## src/rtl/rst_seq_pkg.sv

```systemverilog
// Shared types and helpers for the reset sequencer: state encoding, reset-cause codes,
// and the width helper for the domain index register.
package rst_seq_pkg;

   typedef enum logic [1:0] {
      ST_IDLE    = 2'd0,
      ST_ASSERT  = 2'd1,
      ST_RELEASE = 2'd2,
      ST_HOLDOFF = 2'd3
   } seq_state_t;

   localparam logic [1:0] CAUSE_POR = 2'b00;
   localparam logic [1:0] CAUSE_SW  = 2'b01;
   localparam logic [1:0] CAUSE_EXT = 2'b10;

   function automatic int idx_width(input int n);
      return (n > 1) ? $clog2(n) : 1;
   endfunction

   // External requests win over software ones when both arrive together.
   function automatic logic [1:0] cause_of(input logic req_ext);
      return req_ext ? CAUSE_EXT : CAUSE_SW;
   endfunction

endpackage

```

## src/rtl/rst_seq_cnt.sv

```systemverilog
// Saturating up-counter with synchronous clear and a terminal-match flag,
// shared by the assert, stagger and holdoff phases of the sequencer.
module rst_seq_cnt #(
   parameter int CNT_WIDTH = 8
) (
   input  logic                 CLK,
   input  logic                 RST,
   input  logic                 clr,
   input  logic                 en,
   input  logic [CNT_WIDTH-1:0] term,
   output logic                 hit
);

   localparam logic [CNT_WIDTH-1:0] CNT_ONE = CNT_WIDTH'(1);

   logic [CNT_WIDTH-1:0] cnt_r;

   // Count register: clear wins, otherwise count up and stick at all-ones.
   always_ff @(posedge CLK or posedge RST) begin
      if (RST) begin
         cnt_r <= '0;
      end else if (clr) begin
         cnt_r <= '0;
      end else if (en && (cnt_r != '1)) begin
         cnt_r <= cnt_r + CNT_ONE;
      end else begin
         cnt_r <= cnt_r;
      end
   end

   assign hit = (cnt_r == term);

endmodule

```

## src/rtl/rst_seq_ctrl.sv

```systemverilog
// Reset source/sequencer: merges POR, software and external requests into one stretched
// reset, then releases the active-low domain resets one by one and pulses DONE.
module rst_seq_ctrl
   import rst_seq_pkg::*;
#(
   parameter int NUM_DOMAINS    = 2,
   parameter int ASSERT_CYCLES  = 16,
   parameter int STAGGER_CYCLES = 4,
   parameter int HOLDOFF_CYCLES = 8,
   parameter int CNT_WIDTH      = 8
) (
   input  logic                   CLK,
   input  logic                   RST,
   input  logic                   REQ_SW,
   input  logic                   REQ_EXT,
   output logic [NUM_DOMAINS-1:0] RST_OUT_N,
   output logic                   BUSY,
   output logic                   DONE,
   output logic [1:0]             RST_CAUSE
);

   localparam int IDX_W = idx_width(NUM_DOMAINS);
   localparam logic [CNT_WIDTH-1:0]   ASSERT_TERM  = CNT_WIDTH'(ASSERT_CYCLES - 1);
   localparam logic [CNT_WIDTH-1:0]   STAGGER_TERM = CNT_WIDTH'(STAGGER_CYCLES - 1);
   localparam logic [CNT_WIDTH-1:0]   HOLDOFF_TERM = CNT_WIDTH'(HOLDOFF_CYCLES - 1);
   localparam logic [NUM_DOMAINS-1:0] DOM_ONE      = NUM_DOMAINS'(1);
   localparam logic [IDX_W-1:0]       IDX_ONE      = IDX_W'(1);
   localparam logic [IDX_W-1:0]       IDX_LAST     = IDX_W'(NUM_DOMAINS - 1);

   if ((NUM_DOMAINS < 1) || (ASSERT_CYCLES < 2) || (STAGGER_CYCLES < 1) || (HOLDOFF_CYCLES < 1) ||
       (ASSERT_CYCLES > (2**CNT_WIDTH) - 1) || (STAGGER_CYCLES > (2**CNT_WIDTH) - 1) ||
       (HOLDOFF_CYCLES > (2**CNT_WIDTH) - 1)) begin : g_param_err
      $error("rst_seq_ctrl: cycle parameter out of range for CNT_WIDTH");
   end

   seq_state_t             state_r;
   logic [NUM_DOMAINS-1:0] rst_out_r;
   logic                   busy_r;
   logic                   done_r;
   logic [1:0]             cause_r;
   logic                   pend_r;
   logic [1:0]             pend_cause_r;
   logic [IDX_W-1:0]       dom_idx_r;

   logic                 req_s;
   logic                 hit_s;
   logic                 cnt_clr_s;
   logic                 cnt_en_s;
   logic [CNT_WIDTH-1:0] term_s;

   // Counter control: every phase transition restarts the count from zero.
   always_comb begin
      req_s     = REQ_SW | REQ_EXT;
      cnt_en_s  = (state_r != ST_IDLE);
      term_s    = '0;
      cnt_clr_s = 1'b1;
      case (state_r)
         ST_IDLE: begin
            term_s    = '0;
            cnt_clr_s = 1'b1;
         end
         ST_ASSERT: begin
            term_s    = ASSERT_TERM;
            cnt_clr_s = req_s | hit_s;
         end
         ST_RELEASE: begin
            term_s    = STAGGER_TERM;
            cnt_clr_s = req_s | hit_s;
         end
         ST_HOLDOFF: begin
            term_s    = HOLDOFF_TERM;
            cnt_clr_s = hit_s | done_r;
         end
         default: begin
            term_s    = '0;
            cnt_clr_s = 1'b1;
         end
      endcase
   end

   rst_seq_cnt #(.CNT_WIDTH(CNT_WIDTH)) u_cnt (
      .CLK  (CLK),
      .RST  (RST),
      .clr  (cnt_clr_s),
      .en   (cnt_en_s),
      .term (term_s),
      .hit  (hit_s)
   );

   // Sequencer FSM with all outputs registered alongside the state.
   always_ff @(posedge CLK or posedge RST) begin
      if (RST) begin
         state_r      <= ST_ASSERT;
         rst_out_r    <= '0;
         busy_r       <= 1'b1;
         done_r       <= 1'b0;
         cause_r      <= CAUSE_POR;
         pend_r       <= 1'b0;
         pend_cause_r <= CAUSE_POR;
         dom_idx_r    <= '0;
      end else begin
         done_r <= 1'b0;
         case (state_r)
            ST_IDLE: begin
               if (req_s) begin
                  state_r   <= ST_ASSERT;
                  rst_out_r <= '0;
                  busy_r    <= 1'b1;
                  cause_r   <= cause_of(REQ_EXT);
               end
            end
            ST_ASSERT: begin
               if (hit_s && !req_s) begin
                  rst_out_r <= DOM_ONE;
                  dom_idx_r <= IDX_ONE;
                  state_r   <= (NUM_DOMAINS == 1) ? ST_HOLDOFF : ST_RELEASE;
               end
            end
            ST_RELEASE: begin
               if (req_s) begin
                  state_r   <= ST_ASSERT;
                  rst_out_r <= '0;
                  cause_r   <= cause_of(REQ_EXT);
               end else if (hit_s) begin
                  // Released bits form a thermometer growing from bit 0.
                  rst_out_r <= (rst_out_r << 1) | DOM_ONE;
                  dom_idx_r <= dom_idx_r + IDX_ONE;
                  if (dom_idx_r == IDX_LAST) begin
                     state_r <= ST_HOLDOFF;
                  end
               end
            end
            ST_HOLDOFF: begin
               if (done_r) begin
                  pend_r <= 1'b0;
                  if (req_s || pend_r) begin
                     state_r   <= ST_ASSERT;
                     rst_out_r <= '0;
                     busy_r    <= 1'b1;
                     cause_r   <= req_s ? cause_of(REQ_EXT) : pend_cause_r;
                  end else begin
                     state_r <= ST_IDLE;
                  end
               end else begin
                  if (req_s) begin
                     pend_r       <= 1'b1;
                     pend_cause_r <= cause_of(REQ_EXT);
                  end
                  if (hit_s) begin
                     done_r <= 1'b1;
                     busy_r <= 1'b0;
                  end
               end
            end
            default: begin
               state_r   <= ST_ASSERT;
               rst_out_r <= '0;
               busy_r    <= 1'b1;
            end
         endcase
      end
   end

   assign RST_OUT_N = rst_out_r;
   assign BUSY      = busy_r;
   assign DONE      = done_r;
   assign RST_CAUSE = cause_r;

endmodule
```

## config.mk

```make
export PLATFORM = sky130hd
export DESIGN_NAME = rst_seq_ctrl
export DESIGN_NICKNAME = d
export VERILOG_FILES = /design/src/rtl/rst_seq_pkg.sv /design/src/rtl/rst_seq_cnt.sv /design/src/rtl/rst_seq_ctrl.sv
export SDC_FILE = /design/constraint.sdc
export NUM_CORES = 1
export LEC_CHECK = 0
export BUFFER_PORTS_ARGS = -buffer_cell sky130_fd_sc_hd__clkbuf_2
export CELL_PAD_IN_SITES_DETAIL_PLACEMENT = 0
export CELL_PAD_IN_SITES_GLOBAL_PLACEMENT = 1
export CORE_MARGIN = 10
export CORE_UTILIZATION = 35
export DETAILED_ROUTE_END_ITERATION = 8
export HOLD_SLACK_MARGIN = 0.02
export PLACE_DENSITY = 0.64
export SLEW_MARGIN = 20
export SYNTH_ARGS = -nofsm -noshare
export SYNTH_HDL_FRONTEND = slang
export SYNTH_SLANG_ARGS = --single-unit
```

## constraint.sdc

```tcl
create_clock -name CLK -period 2.45 [get_ports CLK]
set_input_delay 0.1225 -clock CLK [delete_from_list [all_inputs] [get_ports CLK]]
set_output_delay 0.1225 -clock CLK [all_outputs]
set_load 0.005 [all_outputs]
```

# [Word level (Yosys, flattened, before mapping)]
# Index checks and enable logic that the tools add are counted.
[word_totals] regBits=20 inputBits=4
[op_classes] n_addsub=2 n_eq_ne=16 n_mux=38 bitwise_logic=4 reduce_logical=20
[op_table] operator="2-bit two-way mux" count=17
[op_table] operator="8-bit one-hot mux with 4 select lines" count=1
[op_table] operator="8-bit two-way mux" count=2
[op_table] operator="2-bit one-hot mux with 4 select lines" count=2
[op_table] operator="1-bit two-way mux" count=12
[op_table] operator="2-bit inequality test, second input constant" count=6
[op_table] operator="3-bit inequality test, second input constant" count=4
[op_table] operator="4-bit AND reduction" count=3
[op_table] operator="2-bit nonzero test" count=6
[op_table] operator="5-bit AND reduction" count=2
[op_table] operator="8-bit by 1-bit adder with 8-bit output, second input constant" count=1
[op_table] operator="8-bit == test" count=1
[op_table] operator="8-bit inequality test, second input constant" count=1
[op_table] operator="2-bit == test, second input constant" count=2
[op_table] operator="1-bit one-hot mux with 2 select lines" count=2
[op_table] operator="2-bit one-hot mux with 2 select lines" count=1
[op_table] operator="2-bit AND reduction" count=2
[op_table] operator="2-bit OR reduction" count=2
[op_table] operator="1-bit bitwise OR" count=3
[op_table] operator="1-bit one-hot mux with 3 select lines" count=1
[op_table] operator="2-bit by 1-bit == test with 1-bit output, second input constant" count=1
[op_table] operator="1-bit logical AND" count=2
[op_table] operator="2-bit zero test" count=1
[op_table] operator="2-bit by 1-bit inequality test with 1-bit output, second input constant" count=1
[op_table] operator="4 further kinds" count=4

# [Depth between registers and ports, before layout]
[depth] ltp_word=6 ltp_mapped=8 mapped_depth_nobuf=7

# [Hierarchy]
# Synthesis repeated with hierarchy kept, for this count alone.
[hier_totals] cells_unflattened=134 hier_area_um2=1342.5
[by_module_without_submodules] module="rst_seq_ctrl" n_inst=1 cells_each=79 area_each_um2=817.0 seq_area_each_um2=302.8
[by_module_without_submodules] module="rst_seq_cnt" n_inst=1 cells_each=55 area_each_um2=525.5 seq_area_each_um2=200.2

# [Worst setup path after synthesis]
# OpenSTA, ideal clock, no wires.
[synth_timing] path_kind="register to register" startpoint="register state_r[0]" endpoint="register u_cnt.cnt_r[2]" t_arrival_ns=2.075 t_required_ns=2.351 path_slack_ns=0.276 stages_incl_launch_ff=9 period_less_slack_ns=2.174 cell_sequence="dfstp_2 > inv_1 > ha_1 > o21bai_1 > nor2_2 > nor3_1 > or3_1 > buf_2 > a311oi_1"
[synth_between] elab_chain_cells=6
[synth_rtl] item="from (decl)" line_no="rst_seq_ctrl.sv:36" text="seq_state_t state_r;"
[synth_rtl] item="from (signal assigned)" line_no="rst_seq_ctrl.sv:116" text="state_r <= (NUM_DOMAINS == 1) ? ST_HOLDOFF : ST_RELEASE;"
[synth_rtl] item="2-bit == test (tied with other cells)" line_no="rst_seq_ctrl.sv:57" text="case (state_r)"
[synth_rtl] item="8-bit one-hot mux with 4 select lines" line_no="rst_seq_ctrl.sv:57"
[synth_rtl] item="8-bit == test" line_no="rst_seq_cnt.sv:31" text="assign hit = (cnt_r == term);"
[synth_rtl] item="1-bit bitwise OR, on equally long branches" line_no="rst_seq_ctrl.sv:72, rst_seq_ctrl.sv:64, rst_seq_ctrl.sv:68"
[synth_rtl] item="1-bit one-hot mux with 3 select lines" line_no="rst_seq_ctrl.sv:57"
[synth_rtl] item="8-bit two-way mux / 2-bit nonzero test (equally long branches)"
[synth_rtl] item="to (signal assigned)" line_no="rst_seq_cnt.sv:25" text="cnt_r <= cnt_r + CNT_ONE;"
[synth_rtl] item="to (signal assigned)" line_no="rst_seq_cnt.sv:27" text="cnt_r <= cnt_r;"
[synth_rtl] item="to (decl)" line_no="rst_seq_cnt.sv:16" text="logic [CNT_WIDTH-1:0] cnt_r;"
# Several ways; a longest one is shown, not always the timed one. The select of a mux whose other input is x is not followed.
# A chain may end at the register's enable or synchronous reset.

# [Worst setup path in the final report]
# Same ends and word-level chain as after synthesis.

==> summary.md <==
| Metric | Value |
|---|---|
| Rows | 21 |
| Reg2reg end | u_cnt.cnt_r[2] |
| Register-to-register setup slack | just over 200 ps |
| Clock slew at reported path FFs | approximately 120 ps |
| Max Freq | ~0.45 GHz |
| Die height | around 80 µm |
| CP Max Fanout | 8 |
| CTS buffer count | 3 |
| Tmin final | 2240 ps |
| DIE AREA | about 0.0064 mm² |
| DR vias/cell | between 5 and 6 |
| Post-detailed-routing wire length | about 2.7 mm |
| Max-Cap Viols | 0 |
| Post-route ant nets | 0 |
| Worst Setup EP | u_cnt.cnt_r[2] |
| Remaining DRCs | 0 |
| Crit path max-delay family | simple AND/OR/NAND/NOR gates |
| Setup TNS | 0 ps |
| Synth-to-layout area growth | 11.5% |
| Placed Cells | 185 |
| Cell count after synthesis | ~130 |
| Clock network power share | a little over an eighth |
| Pleak | 0.000623 µW |
| WL per Instance | around 14 µm |
| Diodes inserted | 0 |
| Final period util | roughly nine tenths |
| Main synth FF type | dfrtp_1 |
| Switching fraction of total power | 41.8% |
| Yosys Warn Count | 0 |
| Port Buffers | 9 |
| Post-synth top area share | between 30 and 40% |
| Gpl congestion | about 0.75 |
| Share of cells above drive strength 1 | between 20 and 25% |
| Seq pwr share | approximately a third |
| Min-delay src | REQ_EXT |
| Clock latency on the worst-skew pair | 310 ps |
| Logic pwr share | 52.4% |
| Critical path, cell by cell | ha_1, nor2b_1, nor2_1, or3_1, a311oi_1 |
| Crit path arrival time | about 2500 ps |
| Longest Clk Path Bufs | 2 |
| Async set or reset register ratio after synthesis | between 90% and 100% |
| WP data required | 2670 ps |
| Clock Skew | around 12 ps |
| Final setup viols | 0 |
| WHS | around 73 ps |
| Area leader, netlist | dfrtp_1 |
| Reg2reg start | state_r[0] |
| Avg Inst Size Synth | approximately 9.7 µm² |
| Root Buffer | clkbuf_4 |
| Flops & latches, synth | 20 |
| Seq/Total Area, Yosys | 39.6% |
| Gr usage total | 8.97% |
| Run status | completed |
| Nets@finish | 155 |
| Synthesized area | roughly 0.0013 mm² |
| Clock sinks | 20 |
| HPWL after DPL | 2.02 mm |
| I/O Pins | 10 |
| CP Depth | 5 |
| Cell Pwr Density | between 1000 and 1500 mW/mm² |
| Area contributors post-synth | dfrtp_1, ha_1, dfstp_2 |
| Leading cell type in the layout, fill and taps excluded | dfrtp_1 |
| CP max stage cell | dfstp_2 |
| CP startpoint | state_r[0] |
| Hold Fails Final Rpt | 0 |
| First-pass GRT wire length | between 4 and 5 mm |
| Switching pwr | 612 µW |
| Number of global-route vias before repair | approximately 960 |
| Maximum vdd drop | ~0.00042 V |
| WP buf/inv | 0 |
| Synth unique cells | 53 |
| Slowest stage delay, CP | about 590 ps |
| CORE AREA | between 0.003 and 0.004 mm² |
| CTS tree | built |
| EDFF count, synth | 0 |
| CP Launch Type | flop |
| WS Path Type | reg2reg |
| Hold buffer count at cts | 1 |
| Largest net degree at the start of global routing | 21 |
| CTS HTree Levels | 1 |
| DRT iter0 DRCs | slightly above 50 |
| DRT Pass-1 Iters | 4 |
| Crit end category | flop |
| Routed via count | 988 |
| Post-route insts no fill | 190 |
| Hold crit path type | in2reg |
| Initial antenna violation count | 0 |
| RSZ-0062 raised after global routing | no |
| Synth Net Count | 141 |
| Max-slew headroom | 48.3% |
| Post-CTS setup buffer count | 0 |
| Worst-Margin Slew | just under 800 ps |
| Post-CTS resize count | 0 |
| Most frequent cells in the layout | dfrtp_1, nor2_1, clkbuf_2 |
| Reg2Reg Depth | 5 |
| Max-slew violation count | 0 |
| Pint | 853 µW |
| Initial Util | a little under two fifths |
| Die width | ~80 µm |
| Grt ovf | 0 |
==> through the flow <==
step	setup WS (ps)	power [µW]	util, %	instance area (µm²)
2_1_floorplan	276	1100	-	1270
3_3_place_gp	254	1270	40.1	1370
3_5_place_dp	227	1280	40.1	1370
4_1_cts	190	1480	41.5	1420
5_1_grt	36.4	1600	41.5	1420
6_report	207	1460	41.5	1420
==> layout make-up <==
type                       instances  area, µm²
fill                             342       2000
tap                               46       57.6
sequential                        20        503
timing repair buffer              14       85.1
inverter                           8       30.0
clock buffer                       4       36.3
multi-input combinational         98        704
==> logic make-up (layout without fill, tap and decap cells) <==
group	Yosys count	count (layout)	synth area share (%)
simple gates	54	54	26.3
compound gates	30	30	17.2
flops	20	20	39.6
buf+inv	13	26	4.93
fa+ha+maj	6	6	5.91
xor+xnor	4	4	2.76
mux	4	4	3.25
==> cell usage after synthesis (3+ instances only) <==
cell     number
nand2_1       7
nand3_1       5
nor2b_1       4
and3_1        3
a21oi_1       6
mux2i_1       3
dfrtp_1      18
inv_1         8
nor2_1       13
ha_1          6
o21ai_0       4
nor3_1        4
a31oi_1       3
==> power groups by stage <==
stage               Sequential (µW)  Combinational [µW]  Clock [µW]
floorplan                       494                 609           0
global placement                500                 766           0
detailed placement              505                 770           0
CTS                             497                 776         211
global route                    513                 859         225
finish                          497                 768         200
==> registers in the layout (all words and copies together) (netlist names) <==
name / count
RST_CAUSE: 2
state_r: 2
pend_cause_r: 2
DONE: 1
u_cnt.cnt_r: 8
pend_r: 1
RST_OUT_N: 2
dom_idx_r: 1
BUSY: 1
==> worst min-delay path by stage <==
stage | endpoint | slack, ps | depth (start not counted)
6_report | pend_cause_r[0] | 70 | 2
5_1_grt | pend_cause_r[0] | 80 | 2
4_1_cts | pend_cause_r[0] | 60 | 2
3_5_place_dp | RST_CAUSE[0] | 290 | 2
3_3_place_gp | RST_CAUSE[1] | 290 | 2
2_1_floorplan | DONE | 80 | 1
==> metal layers <==
layer	vias up	global-route usage (%)	share of wire, %
li1	501	-	-
met4	0	2.11	0.67
met3	2	3.90	5.2
met2	11	13.5	43
met5	-	0	0
met1	474	11.5	51
==> worst register-to-register path, cell delays in order (launching register included) <==
cell	delay, ps
dfstp_2	590
ha_1	220
nor2b_1	510
nor2_1	110
or3_1	480
a311oi_1	250
Power figures use the tool's default switching activity.
